## config.mk

```make
export PLATFORM = sky130hd
export DESIGN_NAME = ram_banked
export DESIGN_NICKNAME = d
export VERILOG_FILES = /design/src/rtl/ram_pkg.sv /design/src/rtl/ram_bank.sv /design/src/rtl/ram_banked.sv
export SDC_FILE = /design/constraint.sdc
export NUM_CORES = 2
export LEC_CHECK = 0
export BUFFER_PORTS_ARGS = -buffer_cell sky130_fd_sc_hd__clkbuf_2
export CAP_MARGIN = 20
export CORE_UTILIZATION = 33
export CTS_CLUSTER_DIAMETER = 50
export DETAILED_ROUTE_END_ITERATION = 16
export PLACE_DENSITY = 0.52
export SYNTH_ARGS = -nofsm -noshare
export SYNTH_HDL_FRONTEND = slang
export SYNTH_SLANG_ARGS = --single-unit
```

## constraint.sdc

```tcl
create_clock -name clk -period 41.6 [get_ports clk]
set_input_delay 4.16 -clock clk [delete_from_list [all_inputs] [get_ports clk]]
set_output_delay 4.16 -clock clk [all_outputs]
set_load 0.02 [all_outputs]
```

## src/rtl/ram_pkg.sv

```systemverilog
// ram_pkg -- shared definitions for the banked RAM (ram_banked / ram_bank).
//   state_t  : controller states CLEAR (initialisation sweep) and READY.
//   ram_log2 : ceiling log2, used to size the bank-select field.
// No ports; imported by ram_banked.
package ram_pkg;

  typedef enum logic [0:0] {
    CLEAR = 1'b0,
    READY = 1'b1
  } state_t;

  // Ceiling log2 of n (returns 0 for n <= 1).
  function automatic int ram_log2(input int n);
    int r;
    r = 0;
    for (int i = 0; i < 31; i++) begin
      if ((32'sd1 <<< i) < n) begin
        r = i + 1;
      end
    end
    return r;
  endfunction

endpackage

```

## src/rtl/ram_bank.sv

```systemverilog
// ram_bank -- one storage bank: synchronous write, registered read.
// Ports:
//   clk     : clock
//   i_we    : write strobe, writes i_wdata to i_addr at the edge
//   i_re    : read strobe, captures the word at i_addr into o_rdata
//   i_addr  : word index inside the bank (shared by read and write)
//   i_wdata : write data
//   o_rdata : registered read data; returns i_wdata when writing the
//             same word in the same cycle (write-first)
// The array carries no reset; the top gates the output until the
// initialisation sweep has cleared every word.
module ram_bank #(
  parameter int DW    = 64,
  parameter int AW    = 3,
  parameter int WORDS = 8
) (
  input  logic          clk,
  input  logic          i_we,
  input  logic          i_re,
  input  logic [AW-1:0] i_addr,
  input  logic [DW-1:0] i_wdata,
  output logic [DW-1:0] o_rdata
);

  logic [DW-1:0] r_mem [WORDS];
  logic [DW-1:0] r_rdata;

  // Storage array write port.
  always_ff @(posedge clk) begin
    if (i_we) begin
      r_mem[i_addr] <= i_wdata;
    end
  end

  // Registered read port; a concurrent write to the same word wins.
  always_ff @(posedge clk) begin
    if (i_re) begin
      r_rdata <= i_we ? i_wdata : r_mem[i_addr];
    end
  end

  assign o_rdata = r_rdata;

endmodule

```

## src/rtl/ram_banked.sv

```systemverilog
// ram_banked -- banked single-port RAM with a zeroing sweep after reset.
// After rst the controller writes zero to every word (one per cycle,
// ascending) with busy=1, then serves reads every cycle and writes on load.
// Ports:
//   clk        : clock, all state changes on the rising edge
//   rst        : synchronous active-high reset, restarts the sweep
//   in         : write data (WIDTH bits)
//   addr       : word address for both read and write (ADDR_W bits)
//   load       : write strobe
//   out        : read data, one cycle after addr is sampled; 0 while busy
//   busy       : initialisation sweep in progress, requests ignored
//   parity_err : (only with RAM_BANKED_PARITY_EN) stored even parity check
//                failed on the word presented on out
// Optional feature: define RAM_BANKED_PARITY_EN to store one parity bit per
// word and add the parity_err output.
module ram_banked
  import ram_pkg::*;
#(
  parameter int WIDTH  = 64,
  parameter int ADDR_W = 6,
  parameter int BANKS  = 8
) (
  input  logic              clk,
  input  logic              rst,
  input  logic [WIDTH-1:0]  in,
  input  logic [ADDR_W-1:0] addr,
  input  logic              load,
  output logic [WIDTH-1:0]  out,
  output logic              busy
`ifdef RAM_BANKED_PARITY_EN
  ,
  output logic              parity_err
`endif
);

  localparam int DEPTH      = 2 ** ADDR_W;
  localparam int LB         = ram_log2(BANKS);
  localparam int SEL_W      = (LB == 0) ? 1 : LB;
  localparam int IDX_W      = ADDR_W - LB;
  localparam int IDX_WP     = (IDX_W == 0) ? 1 : IDX_W;
  localparam int BANK_WORDS = DEPTH / BANKS;
`ifdef RAM_BANKED_PARITY_EN
  localparam int MEM_W      = WIDTH + 1;
`else
  localparam int MEM_W      = WIDTH;
`endif

  state_t              r_state;
  state_t              w_next_state;
  logic [ADDR_W-1:0]   r_sweep_addr;
  logic                w_sweep_last;
  logic                w_busy;

  logic [ADDR_W-1:0]   w_addr_eff;
  logic [MEM_W-1:0]    w_wdata;
  logic                w_we_any;
  logic                w_re;
  logic [SEL_W-1:0]    w_sel;
  logic [IDX_WP-1:0]   w_idx;

  logic [SEL_W-1:0]    r_sel_q;
  logic                r_out_en;
  logic [MEM_W-1:0]    w_rdata [BANKS];
  logic [MEM_W-1:0]    w_rdata_sel;

  assign w_sweep_last = (r_sweep_addr == ADDR_W'(DEPTH - 1));

  // Controller state register.
  always_ff @(posedge clk) begin
    if (rst) begin
      r_state <= CLEAR;
    end else begin
      r_state <= w_next_state;
    end
  end

  // Next-state logic: leave CLEAR after the last word is zeroed; READY is terminal.
  always_comb begin
    w_next_state = r_state;
    case (r_state)
      CLEAR: begin
        if (w_sweep_last) begin
          w_next_state = READY;
        end else begin
          w_next_state = CLEAR;
        end
      end
      READY:   w_next_state = READY;
      default: w_next_state = CLEAR;
    endcase
  end

  // Output decode: busy is high for the whole of CLEAR.
  always_comb begin
    w_busy = 1'b1;
    case (r_state)
      CLEAR:   w_busy = 1'b1;
      READY:   w_busy = 1'b0;
      default: w_busy = 1'b1;
    endcase
  end

  assign busy = w_busy;

  // Sweep address counter; holds at the last word so it never re-enters CLEAR.
  always_ff @(posedge clk) begin
    if (rst) begin
      r_sweep_addr <= '0;
    end else if ((r_state == CLEAR) && !w_sweep_last) begin
      r_sweep_addr <= r_sweep_addr + ADDR_W'(1);
    end
  end

  // Access path: the sweep owns the array in CLEAR, the host in READY.
  // rst suppresses any write at the same edge.
  always_comb begin
    w_addr_eff = r_sweep_addr;
    w_wdata    = '0;
    w_we_any   = 1'b0;
    w_re       = 1'b0;
    case (r_state)
      CLEAR: begin
        w_addr_eff = r_sweep_addr;
        w_wdata    = '0;
        w_we_any   = !rst;
        w_re       = 1'b0;
      end
      READY: begin
        w_addr_eff = addr;
`ifdef RAM_BANKED_PARITY_EN
        w_wdata    = {^in, in};
`else
        w_wdata    = in;
`endif
        w_we_any   = !rst && load;
        w_re       = !rst;
      end
      default: begin
        w_addr_eff = r_sweep_addr;
        w_wdata    = '0;
        w_we_any   = 1'b0;
        w_re       = 1'b0;
      end
    endcase
  end

  // Address split: top LB bits pick the bank, the rest index inside it.
  if (LB == 0) begin : g_split_one
    assign w_sel = '0;
    assign w_idx = w_addr_eff;
  end else if (LB == ADDR_W) begin : g_split_word
    assign w_sel = w_addr_eff;
    assign w_idx = '0;
  end else begin : g_split
    assign w_sel = w_addr_eff[ADDR_W-1 -: LB];
    assign w_idx = w_addr_eff[IDX_W-1:0];
  end

  // Bank index of the previous read, and output enable that keeps out at 0
  // until the first read issued in READY has returned.
  always_ff @(posedge clk) begin
    if (rst) begin
      r_sel_q  <= '0;
      r_out_en <= 1'b0;
    end else begin
      r_sel_q  <= w_sel;
      r_out_en <= (r_state == READY);
    end
  end

  for (genvar b = 0; b < BANKS; b++) begin : g_bank
    logic w_bank_we;
    assign w_bank_we = w_we_any && (w_sel == SEL_W'(b));

    ram_bank #(
      .DW    (MEM_W),
      .AW    (IDX_WP),
      .WORDS (BANK_WORDS)
    ) u_bank (
      .clk     (clk),
      .i_we    (w_bank_we),
      .i_re    (w_re),
      .i_addr  (w_idx),
      .i_wdata (w_wdata),
      .o_rdata (w_rdata[b])
    );
  end

  // Output mux on the registered bank index, forced to 0 when not enabled.
  always_comb begin
    if (r_out_en) begin
      w_rdata_sel = w_rdata[r_sel_q];
    end else begin
      w_rdata_sel = '0;
    end
  end

  assign out = w_rdata_sel[WIDTH-1:0];

`ifdef RAM_BANKED_PARITY_EN
  // Even parity over data plus stored bit; a zeroed (gated) word checks clean.
  assign parity_err = ^w_rdata_sel;
`endif

endmodule

```

Word level (Yosys, flattened, before mapping)
Memory sizes are Yosys's and may differ from the RTL's. A register that Yosys moved wholly into a read port is not among the register bits.
Index checks and enable logic that the tools add are counted.
{ "totals": {"ff_bits": 11, "ram_bits": 4096, "inputBits": 73, "output_inout_bits": 65, "n_memories": 8} }
{ "classes": {"add_sub_neg": 1, "magnitude_cmp": 1, "eq_ne": 8, "n_mux": 27, "bitwise": 2, "n_reduce_logical": 13} }
{ "mem_list": {"columns": ["memory", "words", "word_bits", "read_ports", "rd_ports_with_merged_regs", "wr", "line_no", "text"], "rows": [
  ["g_bank[0].u_bank.r_mem", 8, 64, 1, 1, 1, "ram_bank.sv:25", "logic [DW-1:0] r_mem [WORDS];"],
  ["g_bank[1].u_bank.r_mem", 8, 64, 1, 1, 1, "ram_bank.sv:25", null],
  ["g_bank[2].u_bank.r_mem", 8, 64, 1, 1, 1, "ram_bank.sv:25", null],
  ["g_bank[3].u_bank.r_mem", 8, 64, 1, 1, 1, "ram_bank.sv:25", null],
  ["g_bank[4].u_bank.r_mem", 8, 64, 1, 1, 1, "ram_bank.sv:25", null],
  ["g_bank[5].u_bank.r_mem", 8, 64, 1, 1, 1, "ram_bank.sv:25", null],
  ["+2 memories", null, null, null, null, null, null, null]
]} }
{ "op_table": {"columns": ["cell", "n"], "rows": [
  ["64-bit binary-select mux with 3-bit select", 1],
  ["64-bit two-way mux", 3],
  ["64-bit one-hot mux with 2 select lines", 1],
  ["1-bit two-way mux", 17],
  ["3-bit == test, second input constant", 4],
  ["6-bit one-hot mux with 2 select lines", 1],
  ["1-bit logical AND", 10],
  ["1-bit one-hot mux with 2 select lines", 4],
  ["6-bit by 1-bit adder with 6-bit output, second input constant", 1],
  ["3-bit by 2-bit == test with 1-bit output, second input constant", 2],
  ["6-bit == test, second input constant", 1],
  ["4-bit >= comparator, second input constant", 1],
  ["3-bit NOT with 4-bit output", 1],
  ["3-bit by 1-bit == test with 1-bit output, second input constant", 1],
  ["3-bit logical NOT", 1],
  ["1-bit logical NOT", 2],
  ["1-bit NOT", 1]
]} }

Depth between registers and ports, before layout
{ "depth": {"depth_word": 6, "mapped_depth": 10, "mapped_depth_nobuf": 6} }

Hierarchy
Synthesis repeated with hierarchy kept, for this count alone.
{ "hier_totals": {"cells_unflattened": 11017, "area_unflattened_um2": 186580.2} }
{ "modules_own_cells": {"columns": ["module", "instances", "cells_per_inst", "area_each_um2", "seq_area_each_um2"], "rows": [
  ["ram_bank", 8, 1329, 22706.8, 17296.6],
  ["ram_banked", 1, 385, 4926.0, 220.2]
]} }

Least setup slack after synthesis
OpenSTA, ideal clock, no wires.
{ "synth_path": {"kind": "input to register", "from": "input port rst", "to": "register g_bank[0].u_bank.r_rdata[0] (read register of g_bank[0].u_bank.r_mem), enable pin", "arrival_ns": 25.578, "t_required_ns": 40.198, "slack_ns": 14.620, "cell_stages": 2, "n_path_buf": 1, "cell_sequence": "clkbuf_1 -> nor2_1"} }
{ "synth_between": {"elab_chain_cells": 2} }
{ "synth_lines": {"columns": ["item", "line_no", "text"], "rows": [
  ["start: declaration", "ram_banked.sv:24", "input logic rst,"],
  ["1-bit logical NOT", "ram_banked.sv:136", "w_re = !rst;"],
  ["1-bit one-hot mux with 2 select lines", "ram_banked.sv:121", "case (r_state)"],
  ["named net g_bank[0].u_bank.i_re", "ram_bank.sv:19", "input logic i_re,"],
  ["end: declaration", "ram_bank.sv:26", "logic [DW-1:0] r_rdata;"]
]} }
The timed path passes the listed nets, and every way through them passes these cells.
A chain may end at the register's enable or synchronous reset.

Worst setup path after layout
{ "layout_path": {"from": "register r_sel_q[0]", "to": "output port out[1]"} }
{ "layout_between": {"elab_chain_cells": 5} }
{ "layout_lines": {"columns": ["item", "line_no", "text"], "rows": [
  ["start: declaration", "ram_banked.sv:61", "logic [SEL_W-1:0] r_sel_q;"],
  ["start signal: assignment", "ram_banked.sv:166", "r_sel_q <= w_sel;"],
  ["3-bit NOT with 4-bit output (not written as such)", "ram_banked.sv:192", "w_rdata_sel = w_rdata[r_sel_q];"],
  ["64-bit binary-select mux with 3-bit select", "ram_banked.sv:192", null],
  ["64-bit two-way mux (not written as such) (2 in series)", "ram_banked.sv:192", null],
  ["64-bit two-way mux", "ram_banked.sv:191", "if (r_out_en) begin"],
  ["end: declaration", "ram_banked.sv:28", "output logic [WIDTH-1:0] out,"]
]} }
No other way between the ends. The select of a mux whose other input is x is not followed.

==> impl_metrics.yaml <==
outcome:
  status: "completed"
yosys:
  async_flop_share: 0
  ys_seq_area_frac: 0.790
  synth_ff_type: "edfxtp_1"
  yosysWarnings: 0
  synth-edff-count: 4608
  syn_inst: 9552
  ys_ff_latch: 4619
  synth_top_cell_by_area: "edfxtp_1"
  netlist.area_leader.share: 0.789
  ys_types: 64
  synthesis.area_mm2: 0.175
  avgSynthCellArea_um2: 18.4
  synth_nets: 9626
  synthTopCellsByArea: "edfxtp_1 79%, a221oi_1 3.4%, mux4_2 1.6%, a222oi_1 1.5%, mux2_2 1.5%"
routing:
  wl_per_cell_um: 40.2
  drtPass1Iterations: 8
  routed_wl_mm: 693
  routed_via_density: 6.27
  route.detailed.drc: 0
  drt_iter0_markers: 18375
  vias: 108185
  ant_nets: 0
timing:
  finalCritPeriodShare: 0.225
  layout_setup_ws_ps: 32230
  final_hold_viol_count: 0
  worst_pin_slew_ps: 1330
  max_freq_ghz: 0.107
  fin_crit_ps: 9370
  maxSlewViolCount: 0
  skew_ps: 68.1
  finalSetupTns_ps: 0
  rsz0062_at_grt: "no"
  slew_headroom: 0.112
  setup_viol_count_final: 0
finish:
  nets: 9903
  drive_gt1_frac: 0.170
  area_delta_synth_final_pct: 15.2
  nFillCells: 47898
  regArea_mm2: 0.139
  mostFrequentLayoutCells: "4608 x edfxtp_1, 686 x a221oi_1, 531 x nand2_1"
  final_common_cell: "edfxtp_1"
  postLayoutCellArea_mm2: 0.202
  multi_input_area_mm2: 0.0341
floorplan:
  start_util: 0.332
  fp.dieH_um: 731
  io_pins: 138
  core_area_mm2: 0.529
  die-area_mm2: 0.534
  die_w_um: 731
  rows: 267
clocking:
  tritoncts: "done"
  ctsResizeCount: 0
  clock-root-buffer: "clkbuf_16"
  cts.sinks: 4619
  clockBufferDepth: 4
  hold_buffers: 0
  clk_latency_ps: 1060
  clk_pin_slew_ps: 60
  cts_buffers: 481
  h-tree-depth: 5
  cts_setup_buffers: 0
place:
  port_buffers: 137
  gp_congestion: 0.817
  dp_hpwl_mm: 357
  dp_slack_ps: 32410
  placed_cell_area_mm2: 0.186
pwr:
  pwr-share-seq: 0.506
  peakVddDrop_mv: 0.0360
  power_density_mw_per_mm2: 49.7
  netSwitchingFraction: 0.228
  p_leak_nw: 66.1
  power_frac_clock: 0.438
  p_switching_mw: 2.29
  power.internal_mw: 7.76
  p_comb_frac: 0.056
setup_path:
  crit_path_start_kind: "flop"
  worstSetupEndpointType: "primary output"
  cp_data_arrival_time_ps: 5210
  cp_max_fo: 25
  cp_data_required_time_ps: 37440
  rrSetupSlack_ps: 35470
  crit_type: "flop to primary output"
global_routing:
  grt_pass1_wl_mm: 926
  grt_max_degree: 139
  grt-ovfl-total: 0
  grt.total_usage: 0.252
  grt_pass1_vias: 104611
  antenna_found_initial: 36
flow_run:
  cap_violations: 0
hold_path:
  hold_path_class: "flop to flop"
==> power by group through the flow <==
stage	clock, mW	sequential (mW)	combinational (mW)
global route	4.59	5.08	0.580
global placement	0	5.18	0.547
CTS	4.42	5.08	0.553
floorplan	0	5.18	0.328
finish	4.40	5.08	0.566
detailed placement	0	5.18	0.550
==> metal layers <==
metal  vias to the layer above  share of wire  GRT usage
met3                      1376           0.12     0.0559
li1                      40902              -          -
met1                     57919           0.38      0.345
met4                        10          0.046      0.100
met2                      7978           0.45      0.389
met5                         -       0.000091          0
==> sequential cells by signal (all words and copies together) (netlist names) <==
signal / flops
g_bank.u_bank.o_rdata: 512
r_sel_q: 3
r_state: 1
r_sweep_addr: 6
r_out_en: 1
g_bank.u_bank.r_mem: 4096
==> Yosys cell counts, types with 57 or more instances <==
| library cell | n |
|---|---|
| mux4_2 | 128 |
| a22o_1 | 188 |
| o31a_1 | 61 |
| a221oi_1 | 686 |
| o221ai_1 | 83 |
| buf_1 | 57 |
| a21oi_1 | 478 |
| inv_1 | 60 |
| a311oi_1 | 91 |
| edfxtp_1 | 4608 |
| a222oi_1 | 262 |
| mux2i_1 | 243 |
| buf_2 | 249 |
| clkbuf_1 | 420 |
| nor2_1 | 174 |
| mux2_2 | 227 |
| o211a_1 | 184 |
| nor2b_1 | 68 |
| a2bb2oi_1 | 127 |
| nand2_1 | 537 |
| a221o_1 | 64 |
| a22oi_1 | 323 |
==> metrics by stage <==
step	power, mW	hold WS (ps)	util	cells
floorplan	5.51	503	-	9552
global placement	5.72	564	0.351	16317
detailed placement	5.73	559	0.351	16330
CTS	10.0	566	0.382	17229
global route	10.2	600	0.382	17240
finish	10.0	579	0.382	17248
==> final cells by class <==
type | instances | area share
flip-flops and latches | 4619 | 0.686
multi-input cells | 4118 | 0.169
clock buffers | 566 | 0.0614
well taps | 6994 | 0.0433
repair buffers | 548 | 0.0211
clock inverters | 333 | 0.0180
inverters | 61 | 0.00113
diodes | 9 | 0.000111
==> worst max-delay path, stage by stage (launching register included) <==
cell and delay [ps]:
dfxtp_4 720, buf_4 780, buf_4 760, mux4_2 650
mux2i_2 790, nor2b_1 160, clkbuf_2 250
==> kinds of logic after synthesis <==
kind of cell	count (synthesis)	synth area share
xor+xnor	3	0.000150
buf+inv	815	0.0199
simple gates	821	0.0192
fa+ha+maj	1	0.0000713
mux	631	0.0470
compound gates	2662	0.123
flops	4619	0.790
==> path summary, 6_finish.rpt <==
check | startpoint | endpoint | cells past startpoint
max reg2reg | r_state | g_bank[1].u_bank.r_mem[1][26] | 7
max | r_sel_q[0] | out[1] | 6
min | r_sweep_addr[3] | r_sel_q[0] | 2
min reg2reg | r_sweep_addr[3] | r_sel_q[0] | 2
Power figures use the tool's default switching activity.
